--- src/rtl/pc_sequencer.sv ---
// pc_sequencer
//   Program-counter controller for the fetch stage. Owns the PC register and
//   sequences it through start/run, stall hold, taken-branch redirect with a
//   one-cycle fetch bubble, and a sticky halt.
//
// Ports
//   clk            core clock, rising edge
//   rst_n          asynchronous active-low reset
//   start          begin fetching at RESET_PC (honoured in IDLE/HALT only)
//   stall          hold PC this cycle
//   branch_taken   redirect PC to branch_target (enters one-cycle bubble)
//   branch_target  absolute redirect address
//   halt_req       stop fetching; sticky until the next start
//   pc             current fetch address
//   pc_valid       pc is a real fetch this cycle
//   halted         sequencer is halted
//   pc_wrap        one-cycle pulse when pc incremented from all-ones to zero
module pc_sequencer #(
  parameter int unsigned     PC_W     = 16,
  parameter logic [PC_W-1:0] RESET_PC = '0
) (
  input  logic            clk,
  input  logic            rst_n,
  input  logic            start,
  input  logic            stall,
  input  logic            branch_taken,
  input  logic [PC_W-1:0] branch_target,
  input  logic            halt_req,
  output logic [PC_W-1:0] pc,
  output logic            pc_valid,
  output logic            halted,
  output logic            pc_wrap
);

  typedef enum logic [1:0] {
    S_IDLE  = 2'd0,
    S_RUN   = 2'd1,
    S_FLUSH = 2'd2,
    S_HALT  = 2'd3
  } state_t;

  state_t          state_q;
  state_t          state_d;
  logic [PC_W-1:0] pc_d;
  logic            wrap_d;
  logic [PC_W-1:0] pc_inc;

  assign pc_inc = pc + PC_W'(1);

  always_comb begin
    state_d = state_q;
    pc_d    = pc;
    wrap_d  = 1'b0;
    case (state_q)
      S_IDLE, S_HALT: begin
        if (start) begin
          state_d = S_RUN;
          pc_d    = RESET_PC;
        end
      end
      S_RUN: begin
        if (halt_req) begin
          state_d = S_HALT;
        end else if (branch_taken) begin
          state_d = S_FLUSH;
          pc_d    = branch_target;
        end else if (!stall) begin
          pc_d   = pc_inc;
          wrap_d = (pc == '1);
        end
      end
      S_FLUSH: begin
        state_d = halt_req ? S_HALT : S_RUN;
      end
      default: begin
        state_d = S_IDLE;
      end
    endcase
  end

  // Status outputs are derived from the next state so they register on the
  // same edge as the state itself.
  always_ff @(posedge clk or negedge rst_n) begin
    if (!rst_n) begin
      state_q  <= S_IDLE;
      pc       <= RESET_PC;
      pc_valid <= 1'b0;
      halted   <= 1'b0;
      pc_wrap  <= 1'b0;
    end else begin
      state_q  <= state_d;
      pc       <= pc_d;
      pc_valid <= (state_d == S_RUN);
      halted   <= (state_d == S_HALT);
      pc_wrap  <= wrap_d;
    end
  end

endmodule

--- config.mk ---
export PLATFORM = sky130hd
export DESIGN_NAME = pc_sequencer
export DESIGN_NICKNAME = d
export VERILOG_FILES = /design/src/rtl/pc_sequencer.sv
export SDC_FILE = /design/constraint.sdc
export NUM_CORES = 1
export LEC_CHECK = 0
export BUFFER_PORTS_ARGS = -buffer_cell sky130_fd_sc_hd__buf_2
export CORE_MARGIN = 1.5
export CORE_UTILIZATION = 51
export DETAILED_ROUTE_END_ITERATION = 12
export PLACE_DENSITY = 0.79
export SLEW_MARGIN = 20
export SYNTH_ARGS = -nofsm -noshare
export SYNTH_HDL_FRONTEND = slang
export SYNTH_SLANG_ARGS = --single-unit
--- constraint.sdc ---
create_clock -name clk -period 3.4 [get_ports clk]
set_clock_uncertainty 0.1 [all_clocks]
set_input_delay 0.51 -clock clk [delete_from_list [all_inputs] [get_ports clk]]
set_output_delay 0.51 -clock clk [all_outputs]
set_load 0.05 [all_outputs]
After elaboration in Yosys (flattened, before gate mapping) --
Index checks and enable logic that the tools add are counted.
Operators by class: eq/ne operators 9, $add $sub $neg 1, reduce and logical (&&, ||, !) cells 4, muxes and demuxes 14
Operators by type and width (number):
- two-way mux 16 bit | 4
- one-hot mux 16 bit (2 select lines) | 1
- adder 16 x 1 -> 16 bit (second input constant) | 1
- == test 16 bit (second input constant) | 1
- two-way mux 2 bit | 4
- == test 2 bit (second input constant) | 3
- one-hot mux 2 bit (3 select lines) | 1
- == test 2 x 1 -> 1 bit (second input constant) | 2
- two-way mux 1 bit | 4
- != test 2 bit (second input constant) | 2
- AND reduction 4 bit | 1
- != test 3 bit (second input constant) | 1
- zero test 2 bit | 1
- nonzero test 2 bit | 1
- OR reduction 2 bit | 1
Storage, ports and cells: bits in registers 21, word-level logic and storage cells 33, input port bits 22

Logic depth before layout (Yosys ltp) --
depth after elaboration 5, depth in mapped cells 7

Worst setup path after synthesis --
No wires, ideal clock.
kind register to register, start point register pc[0], end point register pc[8], arrival 1816 ps, stages on the path, launching flop included 6, period minus slack after synthesis 2042 ps, slack 1358 ps, library setup time 126 ps, cell sequence dfrtp_1 > ha_1 > nand3_1 > or2_2 > xnor2_1 > a221o_1
Between the ends: cells in the longest elaborated chain, start to end 5
RTL lines:
- from (decl) | RTL line 29 | output logic [PC_W-1:0] pc,
- from (signal assigned) | RTL line 92 | pc <= pc_d;
- adder 16 x 1 -> 16 bit | RTL line 48 | assign pc_inc = pc + PC_W'(1);
- two-way mux 16 bit | RTL line 67 | end else if (!stall) begin
- two-way mux 16 bit | RTL line 64 | end else if (branch_taken) begin
- two-way mux 16 bit | RTL line 62 | if (halt_req) begin
- one-hot mux 16 bit (2 select lines) | RTL line 54 | case (state_q)
Every way passes these cells. The select of a mux whose other input is x is not followed. A chain may end at the register's enable or synchronous reset.

Final worst setup path --
start point register state_q[0], end point register pc[13]
Between the ends: cells in the longest elaborated chain, start to end 4
RTL lines:
- from (decl) | RTL line 42 | state_t state_q;
- from (signal assigned) | RTL line 91 | state_q <= state_d;
- == test 2 bit or zero test 2 bit (tied branches) | RTL line 54
- OR reduction 2 bit | RTL line 54
- != test 2 bit (no line) or nonzero test 2 bit (tied branches)
- AND reduction 4 bit (no line)
Several ways; a longest one is shown, not always the timed one.

==> impl_metrics.csv <==
group,metric,value,unit
cells_and_area,fillers,242,
synth,netlist_instances,154,
cts,post_cts_resized,0,
cells_and_area,area_delta_synth_final,16.48,%
die,pin_count,41,
global_routing,track_usage,23.96,%
worst_setup_path,crit_buf_inv,1,
cells_and_area,fin_nets,216,
detailed_routing,drtAntennaViolNets,0,
cts,h-tree-depth,1,
synth,postSynthAreaPerCell,8.921,um^2
synth,yosysUniqueCellTypes,41,
cts,cts_buffer_depth,2,
run,drv_cap,0,
die,dieWidth,54.90,um
worst_setup_path,start_kind,"flop",
cells_and_area,multi_input_area,784.5,um^2
power_and_ir_drop,ir_worst_vdd,0.6267,mV
cells_and_area,layout-drive-gt1-share,25.79,%
worst_setup_path,crit_required,3.55,ns
detailed_routing,via_per_inst,6.159,
synth,synth_area_leaders,"dfrtp_1 (38%), o21ai_0 (4.4%), a221o_1 (3.6%)",
synth,synth-edff-count,0,
power_and_ir_drop,p_int,0.0006494,W
die,core.rowCount,18,
power_and_ir_drop,comb_power_share,57.8,%
cells_and_area,ff_latch_area,525.5,um^2
cells_and_area,diodes,0,
global_routing,overflow,0,
sta,worst_pin_slew,0.6916,ns
synth,ys_warn_count,0,
synth,synth_area,0.001374,mm^2
worst_setup_path,critical_path.cell_chain,"inv_1 > ha_1 > and2b_1 > nor3b_1 > and2_1 > a221o_1",
sta,finalSetupViolations,0,
synth,ys_seq_area_share,38.25,%
detailed_routing,routedWlPerCell,15.03,um
synth,ys_seq_elements,21,
cts,cts_root_buf,"clkbuf_4",
global_routing,grt_pass1_vias,1227,
cells_and_area,finalInstanceArea,0.001600,mm^2
power_and_ir_drop,pwr-share-seq,34.0,%
cts,hold_buffers,0,
power_and_ir_drop,p_leak,0.7407,nW
worst_setup_path,cpPeakStageDelay,0.66,ns
sta,fin_tns_setup,0,ns
cts,cts_tree,"built",
worst_setup_path,crit_type,"flop to flop",
worst_setup_path,r2r_cells,6,
status,status,"complete, no violations",
synth,async_reset_ff_share,100.0,%
worst_setup_path,cpMaxStageDelayCell,"nor3b_1",
place,place_area,0.001574,mm^2
place,hpwl,2498,um
power_and_ir_drop,sw_frac_of_total,56.13,%
die,die-area,0.003014,mm^2
worst_setup_path,cp.depth,6,
synth,synth_top_area_share,38.25,%
place,place_congestion,0.8374,
global_routing,grt_pass1_wl,5209,um
synth,yosysTopAreaCell,"dfrtp_1",
die,start_util,54.46,%
power_and_ir_drop,clkPwrFrac,8.2,%
worst_setup_path,crit_path_end_kind,"flop",
detailed_routing,drtPass1Iterations,4,
place,port_buffers,40,
synth,synth.most_common_cell,"dfrtp_1",
cts,cts.clk_slew.worst_paths,0.12,ns
power_and_ir_drop,switching_power,0.0008309,W
worst_setup_path,worst_path_dominant_cell_family,"simple AND/OR/NAND/NOR gates",
sta,rsz0062_at_grt,"no",
detailed_routing,drc_errors,0,
cts,worstSkewPairLatency,0.30,ns
detailed_routing,first_iter_violations,48,
synth,netlist_top_cells_count,"dfrtp_1 (21), nand2_1 (12), o21ai_0 (12), nand3_1 (9), nor2_1 (8)",
sta,drv_slew,0,
sta,maxSlewHeadroom,53.80,%
detailed_routing,finalWirelength,3307,um
die,core,0.002522,mm^2
die,dieHeight,54.90,um
power_and_ir_drop,powerDensity,925.1,mW/mm^2
sta,clock.fmax,0.4376,GHz
worst_setup_path,r2r_slack,1.12,ns
sta,fin_crit_sh,67.21,%
detailed_routing,dr_total_vias,1355,
hold_path,hp-class,"input pin to async pin",
sta,fin_crit,2.285,ns
sta,timing.final.hold_violations,0,
worst_setup_path,cp_max_fo,15,
worst_setup_path,cp.arrival,2.44,ns
global_routing,antenna_found_initial,0,
global_routing,grt_max_degree,23,
synth,synth_ff_type,"dfrtp_1",
cts,cts_sinks,21,
synth,synth_nets,179,
cts,cts_made_buffers,3,
cts,postCtsSetupBuffers,0,
-- sequential cells by signal, indices dropped and copies added, names as in the netlist --
| register | cells |
|---|---|
| halted | 1 |
| pc_wrap | 1 |
| state_q | 2 |
| pc_valid | 1 |
| pc | 16 |
-- cell usage in the layout (no fill, tap or decap), types with 3 or more instances in the layout --
cell and count:
xnor2_1 3, and2_1 3, a221o_1 5, o211ai_1 3, nor2_1 8, clkbuf_4 3
xor2_1 4, a21oi_1 4, and3_1 3, nor2b_1 5, nand4_1 5, inv_1 7
nand2_1 12, o21ai_0 12, and4_1 3, buf_2 40, dfrtp_1 21, ha_1 3
nor3_1 7, nand3_1 9
-- layer usage --
metal,vias to the layer above,part of all wire (%),global-route usage [%]
met3,6,7.3,3.226
met2,70,48,39.88
met5,-,0,0
met1,635,43,31.01
li1,644,-,-
met4,0,1.4,10.57
-- per-stage QoR --
stage	std cells	worst slack (ns)	hold slack [ns]	util, %	total power [W]
2_1_floorplan	154	1.358	0.1144	-	0.001163
3_3_place_gp	216	1.249	0.3847	62.40	0.001338
3_5_place_dp	216	1.154	0.3916	62.40	0.001362
4_1_cts	220	1.133	0.05855	63.44	0.001481
5_1_grt	220	0.9646	0.06965	63.44	0.001582
6_report	220	1.115	0.04431	63.44	0.001480
-- area by class of cell --
cell class              instances  area share [%]
well taps                      30           2.346
flip-flops and latches         21           32.84
repair buffers                 40           12.51
inverters                       7           1.642
clock buffers                   4           1.642
multi-input cells             118           49.02
-- power groups by stage --
stage,Clock (W),Sequential [W],Combinational (W)
finish,0.000122,0.000503,0.000855
global route,0.000134,0.000522,0.000926
CTS,0.000123,0.000499,0.000859
detailed placement,0,0.000505,0.000857
global placement,0,0.000498,0.000840
floorplan,0,0.000780,0.000384
-- logic make-up (layout without fill, tap and decap cells) --
family          after synthesis  count (layout)  share of synthesized area, %
compound gates               39              39                         20.77
xor+xnor                      7               7                         4.463
fa+ha+maj                     3               3                         2.733
buf+inv                      15              51                         4.645
flops                        21              21                         38.25
mux                           2               2                         1.639
simple gates                 67              67                         27.51
-- worst paths after layout --
path,from,endpoint
min in group clk,branch_target[9],pc[9]
hold / removal,rst_n,pc[13]
setup / recovery,state_q[0],pc[13]
setup reg to reg,state_q[0],pc[13]
hold reg to reg,pc[15],pc_wrap
max in group asynchronous,rst_n,pc[1]
No activity file was read; power rests on OpenSTA's default activity.
